[config.mk]
export PLATFORM = sky130hd
export DESIGN_NAME = sram_arbiter
export DESIGN_NICKNAME = d
export VERILOG_FILES = /design/src/rtl/sram_arb_pkg.sv /design/src/rtl/sram_arbiter_rr_picker.sv /design/src/rtl/sram_arbiter.sv
export SDC_FILE = /design/constraint.sdc
export NUM_CORES = 1
export LEC_CHECK = 0
export CAP_MARGIN = 15
export CORE_ASPECT_RATIO = 0.5
export CORE_MARGIN = 2
export CORE_UTILIZATION = 40
export DETAILED_ROUTE_END_ITERATION = 6
export GPL_TIMING_DRIVEN = 0
export PLACE_DENSITY = 0.87
export SLEW_MARGIN = 25
export SYNTH_ARGS = -nofsm -noshare
export SYNTH_HDL_FRONTEND = slang
export SYNTH_SLANG_ARGS = --single-unit
[constraint.sdc]
create_clock -name wb_clk_i -period 6.45 [get_ports wb_clk_i]
set_input_delay 1.6125 -clock wb_clk_i [delete_from_list [all_inputs] [get_ports wb_clk_i]]
set_output_delay 1.6125 -clock wb_clk_i [all_outputs]
set_load 0.005 [all_outputs]
[src/rtl/sram_arb_pkg.sv]
// rtl/sram_arb_pkg.sv - shared types and constants for the SRAM arbiter
package sram_arb_pkg;

  localparam int NREQ_DEF = 4;
  localparam int AW_DEF   = 6;
  localparam int DW_DEF   = 8;

  typedef enum logic [1:0] {
    ST_IDLE = 2'd0,
    ST_ACC  = 2'd1,
    ST_DONE = 2'd2
  } state_e;

  // last_owner starts at the highest index so requester 0 wins the first search
  function automatic int last_owner_rst(input int nreq);
    return nreq - 1;
  endfunction

endpackage

[src/rtl/sram_arbiter_rr_picker.sv]
// rtl/sram_arbiter_rr_picker.sv - rotating priority encoder starting after last owner
module rr_picker #(
  parameter  int NREQ = 4,
  localparam int IW   = $clog2(NREQ)
) (
  input  logic [NREQ-1:0] eligible_i,
  input  logic [IW-1:0]   last_owner_i,
  output logic            valid_o,
  output logic [IW-1:0]   grant_o
);

  // Walk candidates from farthest to nearest so the nearest eligible one after last_owner wins
  always_comb begin
    valid_o = 1'b0;
    grant_o = '0;
    for (int k = NREQ; k >= 1; k--) begin
      logic [IW-1:0] cand;
      cand = IW'((int'(last_owner_i) + k) % NREQ);
      if (eligible_i[cand]) begin
        valid_o = 1'b1;
        grant_o = cand;
      end
    end
  end

endmodule

[src/rtl/sram_arbiter.sv]
// rtl/sram_arbiter.sv - round-robin arbiter sharing one SRAM macro between requesters
module sram_arbiter
  import sram_arb_pkg::*;
#(
  parameter  int NREQ = NREQ_DEF,
  parameter  int AW   = AW_DEF,
  parameter  int DW   = DW_DEF,
  localparam int IW   = $clog2(NREQ)
) (
  input  logic               wb_clk_i,
  input  logic               rst_n,
  input  logic [NREQ-1:0]    req,
  input  logic [NREQ-1:0]    we,
  input  logic [NREQ*AW-1:0] addr,
  input  logic [NREQ*DW-1:0] wdata,
  output logic [NREQ-1:0]    ack,
  output logic [DW-1:0]      rdata,
  output logic               busy,
  input  logic               fixed_en,
  input  logic [IW-1:0]      fixed_sel,
  output logic [AW-1:0]      sram_addr,
  output logic [DW-1:0]      sram_in,
  input  logic [DW-1:0]      sram_out,
  output logic               sram_gwe
);

  state_e          state_q, state_d;
  logic [IW-1:0]   owner_q, owner_d;
  logic [IW-1:0]   last_owner_q, last_owner_d;
  logic [AW-1:0]   addr_q, addr_d;
  logic [DW-1:0]   din_q, din_d;
  logic            gwe_q, gwe_d;
  logic [NREQ-1:0] ack_q, ack_d;
  logic [DW-1:0]   rdata_q, rdata_d;

  logic [NREQ-1:0] lock_mask;
  logic [NREQ-1:0] eligible;
  logic            pick_valid;
  logic [IW-1:0]   pick_idx;
  logic [AW-1:0]   win_addr;
  logic [DW-1:0]   win_wdata;

  // A requester being acked this cycle is masked so its still-high req is not re-granted
  assign lock_mask = {{(NREQ-1){1'b0}}, 1'b1} << fixed_sel;
  assign eligible  = fixed_en ? (req & ~ack_q & lock_mask) : (req & ~ack_q);
  assign win_addr  = addr[int'(pick_idx)*AW +: AW];
  assign win_wdata = wdata[int'(pick_idx)*DW +: DW];

  rr_picker #(.NREQ(NREQ)) u_picker (
    .eligible_i   (eligible),
    .last_owner_i (last_owner_q),
    .valid_o      (pick_valid),
    .grant_o      (pick_idx)
  );

  // Next-state, operand capture and ack/rdata generation
  always_comb begin
    state_d      = state_q;
    owner_d      = owner_q;
    last_owner_d = last_owner_q;
    addr_d       = addr_q;
    din_d        = din_q;
    gwe_d        = 1'b0;
    ack_d        = '0;
    rdata_d      = rdata_q;
    case (state_q)
      ST_IDLE: begin
        if (pick_valid) begin
          state_d      = ST_ACC;
          owner_d      = pick_idx;
          last_owner_d = pick_idx;
          addr_d       = win_addr;
          din_d        = win_wdata;
          gwe_d        = we[pick_idx];
        end
      end
      ST_ACC: begin
        state_d = ST_DONE;
      end
      ST_DONE: begin
        state_d        = ST_IDLE;
        rdata_d        = sram_out;
        ack_d[owner_q] = 1'b1;
      end
      default: begin
        state_d = ST_IDLE;
      end
    endcase
  end

  // State and output registers; reset drops the write enable without waiting for a clock
  always_ff @(posedge wb_clk_i or negedge rst_n) begin
    if (!rst_n) begin
      state_q      <= ST_IDLE;
      owner_q      <= '0;
      last_owner_q <= IW'(last_owner_rst(NREQ));
      addr_q       <= '0;
      din_q        <= '0;
      gwe_q        <= 1'b0;
      ack_q        <= '0;
      rdata_q      <= '0;
    end else begin
      state_q      <= state_d;
      owner_q      <= owner_d;
      last_owner_q <= last_owner_d;
      addr_q       <= addr_d;
      din_q        <= din_d;
      gwe_q        <= gwe_d;
      ack_q        <= ack_d;
      rdata_q      <= rdata_d;
    end
  end

  assign busy      = (state_q != ST_IDLE);
  assign ack       = ack_q;
  assign rdata     = rdata_q;
  assign sram_addr = addr_q;
  assign sram_in   = din_q;
  assign sram_gwe  = gwe_q;

endmodule

# After elaboration in Yosys (flattened, before gate mapping)
# Index checks and enable logic that the tools add are counted.
# totals
regBits	33
mem_count	0
romBits	0
output_inout_bits	28
latch_bits	0
ram_bits	0
# op_classes
bitwise	3
shifts	3
mux	26
n_lt_le_gt_ge	7
mul	1
add_sub_neg	4
eq_ne	3
reduce_logical	4
div	0
# ops
operator	count
$shiftx A32 B6 Y8	1
$shiftx A24 B6 Y6	1
$lt A2 B3 Y1 const B	6
$mux W1	12
$bmux W1 S2	5
$mux W2	5
$and A4 B4 Y4	2
$mux W4	2
$add A2 B1 Y2 const B	2
$add A2 B2 Y2 const B	2
$mul A2 B2 Y4 const B	1
$not A4 Y4	1
$pmux W2 S2	1
$shl A1 B2 Y4 const A	1
$demux W1 S2	1
$eq A2 B1 Y1 const B	1
$eq A2 B2 Y1 const B	1
$ge A2 B1 Y1 const B	1
$logic_not A2 Y1	1
$ne A2 B2 Y1 const B	1
$reduce_and A2 Y1	1
$reduce_bool A2 Y1	1
$logic_and A1 B1 Y1	1

# Longest topological paths before layout
# logic_depth
depth_word	14
ltp_mapped	9
depth_no_buf	7

# Cells and area by module
# From an unflattened synthesis, not the netlist that was laid out.
# hier_totals
cells_unflattened	115
area_unflattened_um2	1789.2
# by_module_without_submodules
mod	cells_each	seq_area_each_um2	n_inst	area_per_inst_um2
sram_arbiter	101	828.3	1	1697.9
rr_picker	14	0.0	1	91.3

# Least setup slack after synthesis
# No wires, ideal clock.
# synth_path
kind	input port to flip-flop
from	input port fixed_sel[1]
to	register addr_q[1], in the netlist sram_addr[1]
slack_ns	2.935
path_stages	9
arrival_ns	3.373
setup_ns	0.142
path_cell_list	o21a_1 > or3b_1 > or2_1 > buf_6 > and3_4 > buf_6 > buf_6 > a2111oi_0 > a211oi_1
# synth_via
elab_chain_len	11
# synth_rtl
element	line_no	source
start, declared	sram_arbiter.sv:20	input logic [IW-1:0] fixed_sel,
$shl A1 B2 Y4 (*)	sram_arbiter.sv:44	assign lock_mask = {{(NREQ-1){1'b0}}, 1'b1} << fixed_sel;
$and A4 B4 Y4 (*)	sram_arbiter.sv:45	assign eligible = fixed_en ? (req & ~ack_q & lock_mask) : (req & ~ack_q);
$mux W4 (*)	sram_arbiter.sv:45	
$bmux W1 S2	sram_arbiter_rr_picker.sv:19	if (eligible_i[cand]) begin
$mux W1 (implied by the code)	sram_arbiter_rr_picker.sv:19	
$mux W2 (4 in a row)	sram_arbiter_rr_picker.sv:19	
$mul A2 B2 Y4	sram_arbiter.sv:46	assign win_addr = addr[int'(pick_idx)*AW +: AW];
$shiftx A24 B6 Y6	sram_arbiter.sv:46	
end signal, assigned	sram_arbiter.sv:106	addr_q <= addr_d;
end, declared	sram_arbiter.sv:30	logic [AW-1:0] addr_q, addr_d;
# Every way passes the cells marked *; elsewhere a longest branch is shown, timed or not. The select of a mux whose other input is x is not followed.
# A chain may end at the register's enable or synchronous reset.

# Worst setup path in the final report
# layout_path
from	input port fixed_en
to	register din_q[4], in the netlist sram_in[4]
# layout_via
elab_chain_len	8
# layout_rtl
element	line_no	source
start, declared	sram_arbiter.sv:19	input logic fixed_en,
$mux W4 (*)	sram_arbiter.sv:45	
$bmux W1 S2	sram_arbiter_rr_picker.sv:19	
$mux W1 (implied by the code)	sram_arbiter_rr_picker.sv:19	
$mux W2 or $mux W1 (tied branches) (4 in a row)	sram_arbiter_rr_picker.sv:19	
$shiftx A32 B6 Y8 or $reduce_and A2 Y1 (tied branches)	-	
end signal, assigned	sram_arbiter.sv:107	din_q <= din_d;
end, declared	sram_arbiter.sv:31	logic [DW-1:0] din_q, din_d;
# Marks and branches as above.

==> impl_metrics.tcl <==
set metrics [dict create \
    endpoint_kind "flop" \
    grt_overflow 0 \
    cellPowerDensity_nw_per_um2 400 \
    nNetsFinal 376 \
    rsz0062_at_grt "false" \
    cts_buffer_depth 2 \
    drt-total-wl_um 6810 \
    synthArstFlopShare_pct 100 \
    synth_top_cell_by_area "dfrtp_1" \
    status "complete, no violations" \
    max_freq_ghz 0.235 \
    antenna_found_initial 0 \
    via_per_inst 5.64 \
    core_um2 4450 \
    grt_pass1_wl_um 10600 \
    cp_num_cells 10 \
    nFillCells 292 \
    area_growth_pct 67.6 \
    io-pin-count 105 \
    grt_max_degree 20 \
    cp_num_buf_inv 4 \
    post_cts_buffers 0 \
    cts.repair.resized 0 \
    setup_viol 0 \
    dp_cells 349 \
    setup_tns_ns 0 \
    relSlewSlack_pct 56.7 \
    grt_pass1_vias 2088 \
    vias 2013 \
    ys_warn_count 0 \
    r2r_slack_ns 3.76 \
    period_share_pct 65.9 \
    crit_start "fixed_en" \
    final_cells 357 \
    top_usage_layer "met2" \
    cts-hold-fix-buffers 0 \
    min_period_ns 4.25 \
    synth.area.top_cells "dfrtp_1, mux2i_1, a2111oi_0, mux2_2, a211oi_1" \
    cp.arrival_ns 4.43 \
    drtPass1Iterations 6 \
    drc_errors 0 \
    grt.total_usage_pct 26.8 \
    cpLargestDelayFamily "buffers and inverters" \
    worst_pin_slew_ns 0.646 \
    finClkSkew_ns 0.00395 \
    syn-num-nets 264 \
    placementRows 17 \
    ys_types 34 \
    critPathRequiredTime_ns 6.63 \
    slew_viol_final 0 \
    die_h_um 52.4 \
    hp-class "reg2reg" \
    synth_top_area_share_pct 41.4 \
    start_util_pct 42.2 \
    peakVddDrop_uv 164 \
    ant_nets 0 \
    cts_sinks 33 \
    cts_tree "done" \
    cp_slowest_stage_delay_ns 0.52 \
    reg2reg_from "ack[3]$_DFF_PN0_" \
    startpoint_type "input pin" \
    die-area_um2 5290 \
    crit_type "in2reg" \
    synth_top_flop_cell "dfrtp_1" \
    gr-usage-met1_pct 31.4 \
    r2r-end "sram_in[4]$_DFFE_PN0P_" \
    hpwl_um 4680 \
    ys_seq_elements 33 \
    portBuffers 104 \
    cp_max_fo 10 \
    cpMostUsedCell "clkbuf_1" \
    die_x_um 101 \
    htree_levels 2 \
    reg2reg_depth 7 \
    clk_latency_ns 0.29 \
    timing.hold.ws_ns 0.466 \
    postSynthCellCount 187 \
    grt_use_met3_pct 4.40 \
    slowest_stage "clkdlybuf4s50_1" \
    hold_violations 0 \
    gr-usage-met2_pct 50.0 \
    wl_per_cell_um 19.1 \
    drv_cap 0 \
    cts.clk_slew.worst_paths_ns 0.07 \
    synth_edf_count 0 \
    gp_congestion 0.812 \
    syn_avg_cell_area_um2 10.0 \
    yosysSeqAreaShare_pct 44.2 \
    endpoint "sram_in[4]$_DFFE_PN0P_" \
    cts_made_buffers 5 \
    p_leak_nw 1.29 \
    worstPathCellList "clkdlybuf4s50_1, a21boi_0, nor3b_1, nor2_1, a21o_1, clkinv_1, and2_1, clkbuf_1, clkbuf_1, a211oi_1" \
    root_buffer "clkbuf_8" \
    drtIter0Drc 113 \
    antenna_cells 0 \
    final_layout_size_suffix_gt1_share_pct 10.3 \
    syn_area_um2 1880 \
]
## stage by stage
step                      total power (W)  utilization, %  worst slack (ns)  cell area (um^2)
final                             0.00126            70.7              2.20              3140
after global routing              0.00133            70.7              1.99              3140
after CTS                         0.00126            70.7              2.27              3140
after detailed placement         0.000996            67.7              2.06              3010
after global placement           0.000964            67.2              2.14              2990
after floorplan                  0.000684               -              2.93              1880
## power breakdown
group          internal (W)  leakage (nW)  total [W]  switching (W)
Combinational      0.000344         0.836   0.000648       0.000304
Clock              0.000154        0.0681   0.000237      0.0000834
Sequential         0.000311         0.387   0.000374      0.0000633
## worst register-to-register path: cells and delay by family (launching register included)
| family | cells | cell delay, ns |
|---|---|---|
| DFF | 1 | 0.40 |
| and+or+nand+nor | 2 | 0.62 |
| buffers and inverters | 2 | 0.65 |
| AOI/OAI and AO/OA | 3 | 0.87 |
## per-layer routing
metal  routed length, um  part of all wire [%]
met4                 184                   2.7
met5                   0                     0
met2                3550                    52
met1                2670                    39
met3                 408                   6.0
## area by class of cell
| class | instances | area (um^2) | area share, % |
|---|---|---|---|
| clock buffer | 5 | 68.8 | 2.19 |
| buffer | 14 | 83.8 | 2.67 |
| timing repair buffer | 105 | 1060 | 33.8 |
| tap | 57 | 71.3 | 2.27 |
| multi-input combinational | 122 | 896 | 28.5 |
| clock inverter | 3 | 65.1 | 2.07 |
| sequential | 33 | 828 | 26.3 |
| inverter | 18 | 67.6 | 2.15 |
## flip-flops by register name, summed over array words and instances, names as in the netlist
| register | count |
|---|---|
| owner_q | 2 |
| sram_gwe | 1 |
| state_q | 2 |
| rdata | 8 |
| sram_in | 8 |
| last_owner_q | 2 |
| ack | 4 |
| sram_addr | 6 |
## placed cells by master, fill, tap and decap left out, types with 2 or more instances in the layout
cell type / synthesis / routed
a21oi_1: 3 / 3
clkdlybuf4s50_1: 0 / 103
or2_2: 2 / 2
a22oi_1: 2 / 2
buf_6: 4 / 4
clkbuf_8: 0 / 5
nand2_1: 2 / 2
o21a_1: 2 / 2
o211ai_1: 2 / 2
a2111oi_0: 14 / 14
nand2b_1: 3 / 3
dfrtp_1: 31 / 31
a211oi_1: 14 / 14
nor3b_1: 2 / 2
nor2_1: 20 / 20
dfstp_2: 2 / 2
inv_1: 17 / 17
mux2_2: 10 / 10
a31oi_1: 14 / 14
clkbuf_1: 9 / 9
and3_1: 2 / 2
bufinv_16: 0 / 2
and2_1: 2 / 2
buf_2: 1 / 2
mux2i_1: 14 / 14
nor2b_1: 4 / 4
## Yosys cell counts, types with 2 or more instances
| cell type | n |
|---|---|
| and3_1 | 2 |
| o21a_1 | 2 |
| a22oi_1 | 2 |
| mux2_2 | 10 |
| dfrtp_1 | 31 |
| clkbuf_1 | 9 |
| a21oi_1 | 3 |
| nand2_1 | 2 |
| a31oi_1 | 14 |
| inv_1 | 17 |
| o211ai_1 | 2 |
| a211oi_1 | 14 |
| a2111oi_0 | 14 |
| nor2b_1 | 4 |
| nand2b_1 | 3 |
| or2_2 | 2 |
| nor2_1 | 20 |
| nor3b_1 | 2 |
| buf_6 | 4 |
| mux2i_1 | 14 |
| dfstp_2 | 2 |
| and2_1 | 2 |
## cells by family after synthesis
family | Yosys count | synth area share, %
simple gates | 42 | 11.5
compound gates | 55 | 21.6
buf+inv | 32 | 8.07
flops | 33 | 44.2
mux | 25 | 14.7
## worst min-delay path by stage
stage	slack, ns	end	start	cells after the start
floorplan	0.41	state_q[1]$_DFFE_PN0P_	state_q[1]$_DFFE_PN0P_	1
global placement	0.42	state_q[1]$_DFFE_PN0P_	state_q[1]$_DFFE_PN0P_	1
detailed placement	0.44	state_q[1]$_DFFE_PN0P_	state_q[1]$_DFFE_PN0P_	1
CTS	0.47	state_q[1]$_DFFE_PN0P_	state_q[1]$_DFFE_PN0P_	1
global route	0.52	state_q[1]$_DFFE_PN0P_	state_q[1]$_DFFE_PN0P_	1
finish	0.47	state_q[1]$_DFFE_PN0P_	state_q[1]$_DFFE_PN0P_	1
Note: power is estimated with default switching activity, not from simulation.
==> RTL edit (same settings) <==
`rdata_q` no longer has a reset.
--- a/src/rtl/sram_arbiter.sv
+++ b/src/rtl/sram_arbiter.sv
@@ -98,7 +98,6 @@
       din_q        <= '0;
       gwe_q        <= 1'b0;
       ack_q        <= '0;
-      rdata_q      <= '0;
     end else begin
       state_q      <= state_d;
       owner_q      <= owner_d;
@@ -107,8 +106,11 @@
       din_q        <= din_d;
       gwe_q        <= gwe_d;
       ack_q        <= ack_d;
-      rdata_q      <= rdata_d;
     end
+  end
+
+  always_ff @(posedge wb_clk_i) begin
+    rdata_q <= rdata_d;
   end
 
   assign busy      = (state_q != ST_IDLE);
Formal check against the unedited RTL: differs if rst_n is asserted again (counterexample within 4 cycles, from zero or initial values and one cycle with rst_n low); with rst_n held inactive, the same outputs for 10 cycles.
==> RTL edit against the unedited design <==
Total power decreased by 15%; non-clock buffer count decreased by 2; maximum frequency decreased by 0.58%; synthesized area decreased by 2.9%; sequential cell count unchanged; sequential share of layout area increased by 2.5 points; die area decreased by 2.7%; setup slack got worse by 25 ps; routed wire length decreased by 12%; clock power decreased by 34%; synthesized cell count decreased by 4.8%; cell area decreased by 4.1%; utilization decreased by 1.9 points.
==> RTL edit: results (changes against the unedited design) <==
[run_status]
status=completed

[cts]
clkTransAtPathRegs_ps=80
post-cts-setup-buffers=0  ; unchanged
cts_buffers=5  ; unchanged
clockRootBuffer=clkbuf_8
h-tree-depth=2  ; unchanged

[critical_path]
max_stage_delay_ps=580  ; +60 ps
slowest_stage=o211ai_1
arrival_ps=4420  ; about the same

[synth]
synth_commonest_cells=23 x dfrtp_1, 20 x nor2_1, 17 x inv_1
synthesis.nets=255  ; -3.4%
synth-edff-count=8  ; +8
ys_seq_area_frac=0.477  ; +0.0350
synthCells=178  ; -4.8%
synth.lib_cells_used.distinct=35  ; +2.9%
synth-async-reset-ratio=0.758  ; -0.242
synthTopCellsByArea=dfrtp_1 32%, edfxtp_1 13%, mux2i_1 7.7%, a2111oi_0 6.7%, a211oi_1 5.8%

[layout]
fin_nets=366  ; -2.7%
finalNonFillerCells=347  ; -2.8%
drive_above_1_share=0.0759  ; -0.0275
fillers=339  ; +16%
finish.utilization=0.688  ; -0.0191

[routing]
wl_met3_um=333  ; -18%
top_layer_used=met4
drtPass1Iterations=4  ; -2
vias_per_cell=5.48  ; -2.7%
routed_wl_um=5990  ; -12%
m1WireLength_um=2490  ; -6.6%
wl_met2_um=3070  ; -13%
drtIter0Drc=134  ; +19%

[placed_design]
dpl.cell_count=339  ; -2.9%
port_buffers=104  ; unchanged
post-place-ws_ps=1910  ; -151 ps
gp_congestion=0.831  ; +2.4%
placed_cell_area_um2=2930  ; -2.7%
dp_hpwl_um=4590  ; -1.9%

[worst_hold_path]
worst_hold_path_type=flip-flop to flip-flop

[grt]
gr-usage-met2=0.443  ; -0.0574
grt_start_max_net_pins=26  ; +30%
grt_use_met1=0.287  ; -0.0266
grt_pass1_vias=1924  ; -7.9%
grt_pass1_wl_um=9430  ; -11%
use_met3=0.0497  ; +0.00573
track_usage=0.240  ; -0.0275

[power_and_ir_drop]
cellPowerDensity_nw_per_um2=353  ; -12%
switching_share=0.373  ; +0.0154
leakage_nw=1.20  ; -6.8%
irDropWorstVdd_uv=132  ; -19%

[sta]
relSlewSlack=0.380  ; -0.188
worst_clock_skew_ps=8.66  ; +4.71 ps

[RTL edit: cell types whose count changed in the layout (fill, tap and decap cells not counted), sizes merged]
cell      unedited run  this run
bufinv               2         0
edfxtp               0         8
clkinvlp             0         1
mux2                10         2
buf                  7         6
clkinv               2         3
dfrtp               31        23
clkbuf              14        13
[RTL edit: cells by family after synthesis]
| kind of cell | after synthesis | synth area share |
|---|---|---|
| buf+inv | 31 | 0.0810 |
| compound gates | 55 | 0.223 |
| simple gates | 42 | 0.118 |
| mux | 17 | 0.102 |
| flops | 33 | 0.477 |
[RTL edit: final timing paths]
check	from	endpoint	slack (ps)	cells past startpoint
max	fixed_sel[1]	sram_in[4]	2170	9
min	state_q[1]	state_q[1]	460	1
max reg2reg	ack[3]	sram_in[4]	3740	7
min reg2reg	state_q[1]	state_q[1]	460	1
max in group asynchronous	rst_n	sram_addr[3]	4760	1
min in group asynchronous	rst_n	sram_in[5]	1310	1
[RTL edit: cell type report]
class,count,area share
repair buffers,104,0.344
flip-flops and latches,33,0.288
multi-input cells,114,0.267
plain buffers,13,0.0266
well taps,57,0.0237
clock buffers,5,0.0228
inverters,18,0.0224
clock inverters,3,0.00581
[RTL edit: power by group through the flow]
| stage | combinational, mW | clock (mW) | sequential (mW) |
|---|---|---|---|
| after floorplan | 0.277 | 0 | 0.357 |
| after global placement | 0.524 | 0 | 0.354 |
| after detailed placement | 0.546 | 0 | 0.359 |
| after CTS | 0.549 | 0.158 | 0.356 |
| after global routing | 0.595 | 0.165 | 0.365 |
| final | 0.552 | 0.156 | 0.357 |
[RTL edit: worst register-to-register path, cell delays in order (launching register included)]
cell      delay, ps
dfrtp_1         400
nor3b_1         410
a22oi_1         130
o211ai_1        580
and2_1          210
clkbuf_1        240
clkbuf_1        420
a211oi_1        160
